<file path="src/rtl/uart_pkg.sv">
// Shared UART definitions: parity modes, stop-length tick counts and the
// receiver state encoding.
package uart_pkg;

  localparam int PAR_NONE = 0;
  localparam int PAR_ODD  = 1;
  localparam int PAR_EVEN = 2;

  // Stop period expressed in 16x oversample ticks.
  localparam int STOP_1   = 16;
  localparam int STOP_1P5 = 24;
  localparam int STOP_2   = 32;

  typedef enum logic [2:0] {
    ST_IDLE    = 3'd0,
    ST_START   = 3'd1,
    ST_DATA    = 3'd2,
    ST_PAR     = 3'd3,
    ST_STOP    = 3'd4,
    ST_WAIT_HI = 3'd5
  } rx_state_t;

endpackage

</file>
<file path="src/rtl/uart_baud_gen.sv">
// Free-running oversample tick generator shared by the UART receiver and
// transmitter; s_tick pulses once every CLK_DIV cycles.
module uart_baud_gen #(
  parameter int CLK_DIV = 326
) (
  input  logic clk,
  input  logic reset,
  output logic s_tick
);

  localparam int CW = (CLK_DIV > 1) ? $clog2(CLK_DIV) : 1;
  localparam logic [CW-1:0] CNT_LAST = CW'(CLK_DIV - 1);

  logic [CW-1:0] cnt;

  always_ff @(posedge clk) begin
    if (reset) begin
      cnt <= '0;
    end else if (cnt == CNT_LAST) begin
      cnt <= '0;
    end else begin
      cnt <= cnt + 1'b1;
    end
  end

  // Decoded straight from the counter so the tick never lags the wrap.
  assign s_tick = (cnt == CNT_LAST);

endmodule

</file>
<file path="src/rtl/uart_rx_param.sv">
// Parametrised UART receiver: oversampled start/data/parity/stop capture
// feeding a one-entry holding register with read acknowledge.
module uart_rx_param
  import uart_pkg::*;
#(
  parameter int DBIT       = 8,
  parameter int OVERSAMPLE = 16,
  parameter int SB_TICK    = 16,
  parameter int CLK_DIV    = 326,
  parameter int PARITY     = 0
) (
  input  logic            clk,
  input  logic            reset,
  input  logic            rx,
  input  logic            rd,
  output logic [DBIT-1:0] dout,
  output logic            rx_valid,
  output logic            parity_err,
  output logic            frame_err,
  output logic            overrun_err,
  output logic            rx_done_tick,
  output logic            s_tick
);

  localparam int SMAX = (SB_TICK > OVERSAMPLE) ? SB_TICK : OVERSAMPLE;
  localparam int SW   = $clog2(SMAX);
  localparam int NW   = $clog2(DBIT + 1);

  localparam logic [SW-1:0] S_HALF = SW'(OVERSAMPLE / 2 - 1);
  localparam logic [SW-1:0] S_BIT  = SW'(OVERSAMPLE - 1);
  localparam logic [SW-1:0] S_STOP = SW'(SB_TICK - 1);
  localparam logic [NW-1:0] N_LAST = NW'(DBIT - 1);

  localparam logic PAR_ON       = (PARITY != PAR_NONE);
  localparam logic PAR_ODD_MODE = (PARITY == PAR_ODD);

  function automatic logic parity_fail(input logic [DBIT-1:0] d, input logic pbit);
    return ((^d) ^ pbit) != PAR_ODD_MODE;
  endfunction

  rx_state_t       state;
  logic [SW-1:0]   s;
  logic [NW-1:0]   n;
  logic            rx_meta;
  logic            rx_s;
  logic [DBIT-1:0] shreg;
  logic            frame_perr;
  logic            frame_ferr;
  logic            bit_smp;
  logic            par_smp;
  logic            stop_smp;
  logic            take_new;

  uart_baud_gen #(
    .CLK_DIV (CLK_DIV)
  ) u_baud (
    .clk    (clk),
    .reset  (reset),
    .s_tick (s_tick)
  );

  // Stage 0: two-flop synchroniser, idles high so reset never looks like a start.
  always_ff @(posedge clk) begin
    if (reset) begin
      rx_meta <= 1'b1;
      rx_s    <= 1'b1;
    end else begin
      rx_meta <= rx;
      rx_s    <= rx_meta;
    end
  end

  assign bit_smp  = (state == ST_DATA) && s_tick && (s == S_BIT);
  assign par_smp  = (state == ST_PAR)  && s_tick && (s == S_BIT);
  assign stop_smp = (state == ST_STOP) && s_tick && (s == S_STOP);

  // Stage 1: frame FSM; rx_done_tick is registered off the stop sample.
  always_ff @(posedge clk) begin
    if (reset) begin
      state        <= ST_IDLE;
      s            <= '0;
      n            <= '0;
      rx_done_tick <= 1'b0;
    end else begin
      rx_done_tick <= 1'b0;
      case (state)
        ST_IDLE: begin
          if (!rx_s) begin
            state <= ST_START;
            s     <= '0;
          end
        end
        ST_START: begin
          if (s_tick) begin
            if (s == S_HALF) begin
              if (rx_s) begin
                state <= ST_IDLE;
              end else begin
                state <= ST_DATA;
                s     <= '0;
                n     <= '0;
              end
            end else begin
              s <= s + 1'b1;
            end
          end
        end
        ST_DATA: begin
          if (s_tick) begin
            if (s == S_BIT) begin
              s <= '0;
              if (n == N_LAST) begin
                state <= PAR_ON ? ST_PAR : ST_STOP;
              end else begin
                n <= n + 1'b1;
              end
            end else begin
              s <= s + 1'b1;
            end
          end
        end
        ST_PAR: begin
          if (s_tick) begin
            if (s == S_BIT) begin
              s     <= '0;
              state <= ST_STOP;
            end else begin
              s <= s + 1'b1;
            end
          end
        end
        ST_STOP: begin
          if (s_tick) begin
            if (s == S_STOP) begin
              rx_done_tick <= 1'b1;
              // A low stop sample is a break or misframe: wait for the line to recover.
              state        <= rx_s ? ST_IDLE : ST_WAIT_HI;
            end else begin
              s <= s + 1'b1;
            end
          end
        end
        ST_WAIT_HI: begin
          if (rx_s) begin
            state <= ST_IDLE;
          end
        end
        default: state <= ST_IDLE;
      endcase
    end
  end

  // Frame datapath: shift register and per-frame error bits, no reset needed.
  always_ff @(posedge clk) begin
    if (bit_smp) begin
      shreg <= {rx_s, shreg[DBIT-1:1]};
    end
    if (state == ST_START) begin
      frame_perr <= 1'b0;
    end else if (par_smp) begin
      frame_perr <= parity_fail(shreg, rx_s);
    end
    if (stop_smp) begin
      frame_ferr <= ~rx_s;
    end
  end

  assign take_new = !rx_valid || rd;

  // Stage 2: holding register, updated in the rx_done_tick cycle.
  always_ff @(posedge clk) begin
    if (reset) begin
      dout        <= '0;
      rx_valid    <= 1'b0;
      parity_err  <= 1'b0;
      frame_err   <= 1'b0;
      overrun_err <= 1'b0;
    end else if (rx_done_tick) begin
      if (take_new) begin
        dout       <= shreg;
        parity_err <= frame_perr;
        frame_err  <= frame_ferr;
        rx_valid   <= 1'b1;
        if (rd) begin
          overrun_err <= 1'b0;
        end
      end else begin
        overrun_err <= 1'b1;
      end
    end else if (rd && rx_valid) begin
      rx_valid    <= 1'b0;
      parity_err  <= 1'b0;
      frame_err   <= 1'b0;
      overrun_err <= 1'b0;
    end
  end

endmodule

</file>
<file path="config.mk">
export PLATFORM = sky130hd
export DESIGN_NAME = uart_rx_param
export DESIGN_NICKNAME = d
export VERILOG_FILES = /design/src/rtl/uart_pkg.sv /design/src/rtl/uart_baud_gen.sv /design/src/rtl/uart_rx_param.sv
export SDC_FILE = /design/constraint.sdc
export NUM_CORES = 1
export LEC_CHECK = 0
export CORE_MARGIN = 2
export CORE_UTILIZATION = 57
export CTS_BUF_LIST = sky130_fd_sc_hd__clkbuf_4 sky130_fd_sc_hd__clkbuf_8 sky130_fd_sc_hd__clkbuf_16
export CTS_CLUSTER_SIZE = 28
export DETAILED_ROUTE_END_ITERATION = 10
export HOLD_SLACK_MARGIN = 0.03
export PLACE_DENSITY = 0.76
export SYNTH_ARGS = -nofsm -noshare
export SYNTH_HDL_FRONTEND = slang
export SYNTH_HIERARCHICAL = 1
export SYNTH_SLANG_ARGS = --single-unit
</file>
<file path="constraint.sdc">
create_clock -name clk -period 2.3 [get_ports clk]
set_input_delay 0.46 -clock clk [delete_from_list [all_inputs] [get_ports clk]]
set_output_delay 0.46 -clock clk [all_outputs]
set_load 0.01 [all_outputs]
</file>
==> results.toml, run 1 <==
[hold_path]
min-delay-start = "rx_meta"
hold_path_class = "reg -> reg"
hold_path_depth = 1
whs_endpoint = "rx_s"

[drt]
routedWlPerCell_um = 12.3
drt-initial-drc-count = 124
vias = 1663
firstDrtPassIters = 4
drc_errors = 0
drt-vias-per-instance = 5.49
ant_nets = 0
wl_mm = 3.74

[setup_path]
worstSetupPathType = "reg -> out"
worst-endpoint-required_ps = 1840
critPathMaxFanout = 10
rrSetupSlack_ps = 340
endpoint_kind = "output pin"
reg2reg_from = "u_baud/cnt[1]"
critPathLaunchType = "register"
r2r_end = "state[2]"
cp.arrival_ps = 1570
reg2regPathDepth = 10

[sta]
clock_skew_ps = 13.2
rsz0062_at_grt = "no"
hold_viol_final = 0
period_minus_slack_ps = 2030
fin_setup_tns_ps = 0
slew_headroom_pct = 63.9
period_share_pct = 88.3
setup_viol = 0
worst_pin_slew_ps = 541
fmax_mhz = 493
maxSlewViolCount = 0

[synthesis]
synthesis.area_um2 = 2130
synth_edf_count = 9
synth_adder_area_share_pct = 2.35
synthSimpleGateAreaFrac_pct = 24.2
ys_ff_latch = 45
synth_warnings = 6
syn_nets = 241
netlist_instances = 233
synth_top_family_by_area = "simple AND/OR/NAND/NOR gates"
synthArstFlopShare_pct = 0
synth_mux_area_share_pct = 1.88
synth_compound_area_share_pct = 15.7
synth-xor-area-share_pct = 5.17
synth_cell_types = 46
ys.flop_type = "dfxtp_1"
yosysSeqAreaShare_pct = 46.6
avgSynthCellArea_um2 = 9.13

[floorplanning]
die_h_um = 65.1
io_pins = 18
die_x_um = 65.1
std_cell_rows = 22
dieArea_um2 = 4240
start_util_pct = 58.6
core_um2 = 3630

[clocking]
cts-root-buf = "clkbuf_8"
cts_tree = "built"
hold_buffers = 0
path_clk_slew_ps = 80
cts_made_buffers = 5
post_cts_buffers = 0
cts_resized = 2
cts.sinks = 45
clockBufferDepth = 2
clk-insertion-delay-late_ps = 300
cts_max_level = 2

[layout]
area_growth_pct = 15.5
drive_gt1_share_pct = 11.0
fin_nets = 262
num_antenna_cells = 0

[power]
worst_ir_drop_vdd_mv = 0.275
p_per_area_nw_per_um2 = 586
power_mw = 1.44
leakage_nw = 0.834

[placed_design]
hpwlAfterDp_mm = 2.71
portBuffers = 17
gp_congestion = 0.846

[status]
run_status = "completed"

[grt]
grtUsageTotal_pct = 20.0
grt_pass1_wl_mm = 6.69
grt_pass1_vias = 1496
grt-ovfl-total = 0
antenna_found_initial = 0
grt_max_degree = 18

[job]
cap_viol_max_count = 0
report_power, final:
part           switching [mW]  total, mW  internal (mW)  leakage, nW
sequential             0.0261      0.839          0.813        0.372
clock                   0.257      0.467          0.210       0.0455
combinational          0.0695      0.135         0.0651        0.417
total                   0.352       1.44           1.09        0.834
synth_stat cells (all sizes together) (4+ instances only):
cell | count | area, um^2
a21oi | 20 | 100
clkbuf | 8 | 30.0
dfxtp | 36 | 721
edfxtp | 9 | 270
ha | 4 | 50.1
inv | 11 | 41.3
mux2i | 4 | 40.0
nand2 | 16 | 67.6
nand3 | 19 | 95.1
nor2 | 23 | 86.3
o21ai | 10 | 50.1
o32ai | 4 | 35.0
or2 | 7 | 43.8
or3 | 6 | 37.5
xnor2 | 7 | 61.3
cells in the final DEF (no fill, tap or decap), drive strengths merged, types with 4 or more instances in the layout:
cell type / instances
buf: 8
mux2i: 4
dfxtp: 36
inv: 11
nor2: 23
edfxtp: 9
or2: 7
o32ai: 4
or3: 6
clkbuf: 5
o21ai: 10
nand3: 19
clkdlybuf4s50: 16
xnor2: 7
nand2: 16
a21oi: 20
ha: 4
critical path: stages (launching register included):
cell and delay (ps):
dfxtp_1 350, inv_1 60, ha_1 130, nand4bb_1 140
nor2_1 130, buf_4 190, dlygate4sd2_1 280
worst max-delay path by stage:
| stage | from | depth (start not counted) | endpoint |
|---|---|---|---|
| after global placement | u_baud/cnt[0] | 5 | s_tick |
| after detailed placement | u_baud/cnt[0] | 5 | s_tick |
| after floorplan | u_baud/cnt[0] | 8 | n[3] |
| after global routing | u_baud/cnt[1] | 10 | n[3] |
| after CTS | u_baud/cnt[1] | 6 | s_tick |
| final | u_baud/cnt[1] | 6 | s_tick |
layout make-up:
type                    instances  area (um^2)
well taps                      48         60.1
repair buffers                 25          229
clock inverters                 3         17.5
flip-flops and latches         45          992
inverters                      11         41.3
fillers                       305         1180
clock buffers                   5         68.8
multi-input cells             166         1050
layer usage:
| metal | share of wire [%] | vias up | global-route usage, % |
|---|---|---|---|
| met2 | 45 | 33 | 29.9 |
| met4 | 2.0 | 0 | 7.03 |
| met1 | 48 | 755 | 28.5 |
| li1 | - | 867 | - |
| met5 | 0 | - | 0 |
| met3 | 4.9 | 8 | 4.79 |
flip-flops by register name (all words and copies together), names as in the netlist, 3 cells and up:
register    flops
n               4
u_baud/cnt      9
shreg           8
dout            8
state           3
s               4
stage by stage:
step	util (%)	cells	worst slack, ps	area, um^2	hold WS, ps
2_1_floorplan	-	233	143	2130	389
3_3_place_gp	65.3	295	293	2370	401
3_5_place_dp	65.3	295	268	2370	401
4_1_cts	67.6	303	255	2460	425
5_1_grt	67.6	303	101	2460	449
6_report	67.6	303	270	2460	424
cell families (layout without fill, tap and decap cells):
kind of cell               after synthesis  in the layout
and+or+nand+nor                         94             94
AOI/OAI and AO/OA                       53             53
DFF                                     45             45
buffers and inverters                   22             44
xor gates and xnor gates                11             11
adders and majority gates                4              4
muxes                                    4              4
Note: power is estimated with default switching activity, not from simulation.
==> inputs of run 2 (changes only) <==
--- a/config.mk
+++ b/config.mk
@@ -5,13 +5,14 @@
 export SDC_FILE = /design/constraint.sdc
 export NUM_CORES = 1
 export LEC_CHECK = 0
+export CAP_MARGIN = 20
 export CORE_MARGIN = 2
-export CORE_UTILIZATION = 57
-export CTS_BUF_LIST = sky130_fd_sc_hd__clkbuf_4 sky130_fd_sc_hd__clkbuf_8 sky130_fd_sc_hd__clkbuf_16
+export CORE_UTILIZATION = 50
+export CTS_BUF_LIST = sky130_fd_sc_hd__clkbuf_16
 export CTS_CLUSTER_SIZE = 28
 export DETAILED_ROUTE_END_ITERATION = 10
 export HOLD_SLACK_MARGIN = 0.03
-export PLACE_DENSITY = 0.76
+export PLACE_DENSITY = 0.67
 export SYNTH_ARGS = -nofsm -noshare
 export SYNTH_HDL_FRONTEND = slang
 export SYNTH_HIERARCHICAL = 1
==> results.toml, run 2 (synthesis results as in run 1) <==
[layout]
num_antenna_cells = 0
area_growth_pct = 19.3
top_regs = "u_baud/cnt: 9 flops, dout: 8 flops, shreg: 8 flops"
drive_gt1_share_pct = 11.3
regMostFlops = "u_baud/cnt"
fin_nets = 263
final_common_cell = "dfxtp_1"
largest_register_ffs = 9
layout_common_cells = "dfxtp_1, nor2_1, a21oi_1"

[drt]
vias = 1700
ant_nets = 0
drt-initial-drc-count = 58
wl_mm = 4.01
routedWlPerCell_um = 13.1
firstDrtPassIters = 4
drt-vias-per-instance = 5.56
drc_errors = 0

[grt]
grtUsageTotal_pct = 17.8
grt_max_degree = 17
grt_pass1_wl_mm = 7.04
grt_pass1_vias = 1566
antenna_found_initial = 0
grt-ovfl-total = 0

[clocking]
cts_max_level = 2
clk-insertion-delay-late_ps = 280
clockBufferDepth = 2
hold_buffers = 0
path_clk_slew_ps = 60
cts_tree = "built"
cts.sinks = 45
cts-root-buf = "clkbuf_16"
cts_made_buffers = 5

[placed_design]
gp_congestion = 0.780
portBuffers = 17
pre_cts_ws_ps = 264
hpwlAfterDp_mm = 2.85

[power]
power_mw = 1.72
leakage_nw = 0.878
worst_ir_drop_vdd_mv = 0.356
p_per_area_nw_per_um2 = 676

[setup_path]
reg2reg_from = "u_baud/cnt[1]"
worst-endpoint-required_ps = 1840
cp-startpoint = "u_baud/cnt[1]"
worstSetupPathType = "reg -> out"
critPathLaunchType = "register"
critPathMaxFanout = 10
endpoint_kind = "output pin"
cp.arrival_ps = 1550

[sta]
hold_viol_final = 0
maxSlewViolCount = 0
worst_pin_slew_ps = 467
clock_skew_ps = 5.08
setup_viol = 0
setup_slack_ps = 293
whs_ps = 419
slew_headroom_pct = 68.8
period_share_pct = 87.3
period_minus_slack_ps = 2010
rsz0062_at_grt = "no"
fin_setup_tns_ps = 0
fmax_mhz = 498

[floorplanning]
core_um2 = 4060
io_pins = 18
std_cell_rows = 23
die_h_um = 69.2
dieArea_um2 = 4790
start_util_pct = 52.5
die_x_um = 69.2

[hold_path]
hold_path_class = "reg -> reg"
min-delay-start = "rx_meta"

[job]
cap_viol_max_count = 0

[status]
run_status = "completed"
## run 2: what timing repair did
action                                 CTS  global route
setup endpoints to repair                1             0
endpoints found under the hold margin    0             0
gates resized for setup                  2             0
buffers inserted                         0             0
## run 2: final timing paths
check | slack [ps] | to | depth (start not counted)
setup reg to reg | 350 | s[3] | 10
hold reg to reg | 420 | rx_s | 1
hold / removal | 420 | rx_s | 1
setup / recovery | 290 | s_tick | 6
## run 2: routing by layer
layer	track usage, %	up-vias	wire length [um]
li1	-	870	-
met1	22.6	791	1930
met2	29.2	31	1890
met3	4.07	8	127
met4	7.19	0	63
met5	0	-	0
## run 2: worst max-delay path: stages, from the launching register on
cell and delay, ps:
dfxtp_1 390, inv_1 60, ha_1 170, nand4bb_1 130, nor2_1 60, buf_4 170
dlygate4sd2_1 290
## run 2: report_power, final
| group | switching (mW) | internal, mW | total (mW) |
|---|---|---|---|
| sequential | 0.0271 | 0.814 | 0.841 |
| combinational | 0.0715 | 0.0653 | 0.137 |
| clock | 0.277 | 0.462 | 0.739 |
| total | 0.376 | 1.34 | 1.72 |
## run 2: area by class of cell
class,instances,area (um^2)
clock buffers,6,150
clock inverters,2,8.76
fillers,357,1520
inverters,11,41.3
multi-input cells,166,1050
flip-flops and latches,45,992
well taps,50,62.6
repair buffers,26,236
## run 2: through the flow
stage | utilization (%) | instances | instance area [um^2]
floorplan | - | 233 | 2130
global placement | 58.7 | 298 | 2380
detailed placement | 58.7 | 298 | 2380
CTS | 62.6 | 306 | 2540
global route | 62.6 | 306 | 2540
finish | 62.6 | 306 | 2540
==> inputs of run 3 (changes only) <==
--- a/config.mk
+++ b/config.mk
@@ -13,6 +13,7 @@
 export DETAILED_ROUTE_END_ITERATION = 10
 export HOLD_SLACK_MARGIN = 0.03
 export PLACE_DENSITY = 0.67
+export SKIP_CTS_REPAIR_TIMING = 1
 export SYNTH_ARGS = -nofsm -noshare
 export SYNTH_HDL_FRONTEND = slang
 export SYNTH_HIERARCHICAL = 1
==> constraint.sdc (replaced) <==
create_clock -name clk -period 2.3 [get_ports clk]
set_input_delay 0.23 -clock clk [delete_from_list [all_inputs] [get_ports clk]]
set_output_delay 0.23 -clock clk [all_outputs]
set_load 0.01 [all_outputs]
==> results.toml, run 3 (synthesis results as in run 1) <==
[status]
run_status = "completed"

[power]
p_per_area_nw_per_um2 = 696
leakage_nw = 0.869
worst_ir_drop_vdd_mv = 0.284
power_mw = 1.78

[placed_design]
gp_congestion = 0.821
hpwlAfterDp_mm = 2.87
portBuffers = 17
place_area_um2 = 2380
place_inst = 298

[setup_path]
worstSetupPathType = "reg -> out"
reg2reg_from = "s[0]"
worst-endpoint-required_ps = 2070
critPathLaunchType = "register"
r2r_end = "n[3]"
endpoint_kind = "output pin"
critPathMaxFanout = 7
reg2regPathDepth = 7
rrSetupSlack_ps = 360
cp.arrival_ps = 1940

[layout]
top_regs = "u_baud/cnt: 9 flops, dout: 8 flops, shreg: 8 flops"
register_area_um2 = 992
drive_gt1_share_pct = 12.1
layout.cells.non_filler = 306
fin_nets = 263
regMostFlops = "u_baud/cnt"
num_antenna_cells = 0
area_growth_pct = 20.3
layout_common_cells = "dfxtp_1, nor2_1, a21oi_1"
fillers = 336
multi_input_area_um2 = 1060
largest_register_ffs = 9
final_common_cell = "dfxtp_1"
fin_area_um2 = 2560

[floorplanning]
die_h_um = 69.2
core_um2 = 4060
io_pins = 18
start_util_pct = 52.5
dieArea_um2 = 4790
std_cell_rows = 23
die_x_um = 69.2

[grt]
grt_pass1_wl_mm = 7.21
antenna_found_initial = 0
grt_max_degree = 16
grt-ovfl-total = 0
grtUsageTotal_pct = 18.1
grt_pass1_vias = 1549

[clocking]
clockBufferDepth = 2
path_clk_slew_ps = 60
cts_made_buffers = 5
cts_max_level = 2
cts-root-buf = "clkbuf_16"
cts_tree = "built"
cts.sinks = 45
clk-insertion-delay-late_ps = 280

[sta]
worst_pin_slew_ps = 443
fmax_mhz = 461
hold_viol_final = 0
setup_viol = 0
period_minus_slack_ps = 2170
slew_headroom_pct = 70.4
clock_skew_ps = 5.55
rsz0062_at_grt = "no"
maxSlewViolCount = 0
period_share_pct = 94.3

[drt]
wl_mm = 4.03
drc_errors = 0
vias = 1664
ant_nets = 0
drt-initial-drc-count = 77
routedWlPerCell_um = 13.2
firstDrtPassIters = 4
drt-vias-per-instance = 5.44

[hold_path]
min-delay-start = "rx_meta"
whs_endpoint = "rx_s"
hold_path_depth = 1
hold_path_class = "reg -> reg"

[job]
cap_viol_max_count = 0
## run 3: how the worst max path moves through the flow
stage / start / to / slack [ps]
3_3_place_gp: u_baud/cnt[0] / state[2] / 260
3_5_place_dp: u_baud/cnt[0] / state[2] / 200
4_1_cts: u_baud/cnt[0] / s_tick / -60
5_1_grt: u_baud/cnt[1] / s_tick / 40
6_report: u_baud/cnt[1] / s_tick / 130
2_1_floorplan: u_baud/cnt[0] / n[3] / 140
## run 3: worst max-delay path, cell delays in order, from the launching register on
cell and delay [ps]:
dfxtp_1 340, inv_1 60, ha_1 130, nand4bb_1 190, nor2_4 220, buf_4 180, clkdlybuf4s50_1 540
## run 3: routing by layer
metal | vias up | global-route usage, % | share of wire [%]
met5 | - | 0 | 0
met1 | 750 | 24.1 | 50
li1 | 880 | - | -
met2 | 30 | 28.7 | 45
met3 | 4 | 4.65 | 3.7
met4 | 0 | 6.32 | 1.2
## run 3: report_power, final
part	internal, mW	switching [mW]	leakage [nW]	total, mW
logic	0.0648	0.0700	0.417	0.135
registers	0.814	0.0250	0.372	0.839
clock network	0.514	0.294	0.0800	0.808
## run 3: final cells by class
class                   instances  share of cell area, %
clock buffers                   5                   4.89
clock inverters                 3                   1.81
inverters                      11                   1.61
multi-input cells             166                   41.2
flip-flops and latches         45                   38.7
well taps                      50                   2.44
repair buffers                 26                   9.28
## run 3: metrics by stage
step	util [%]	hold slack (ps)	TNS (ps)	setup WS [ps]
3_5_place_dp	58.7	411	0	200
4_1_cts	62.9	438	-58.5	-58.5
6_report	63.1	429	0	132
3_3_place_gp	58.7	405	0	258
2_1_floorplan	-	334	0	143
5_1_grt	63.1	443	0	36.5
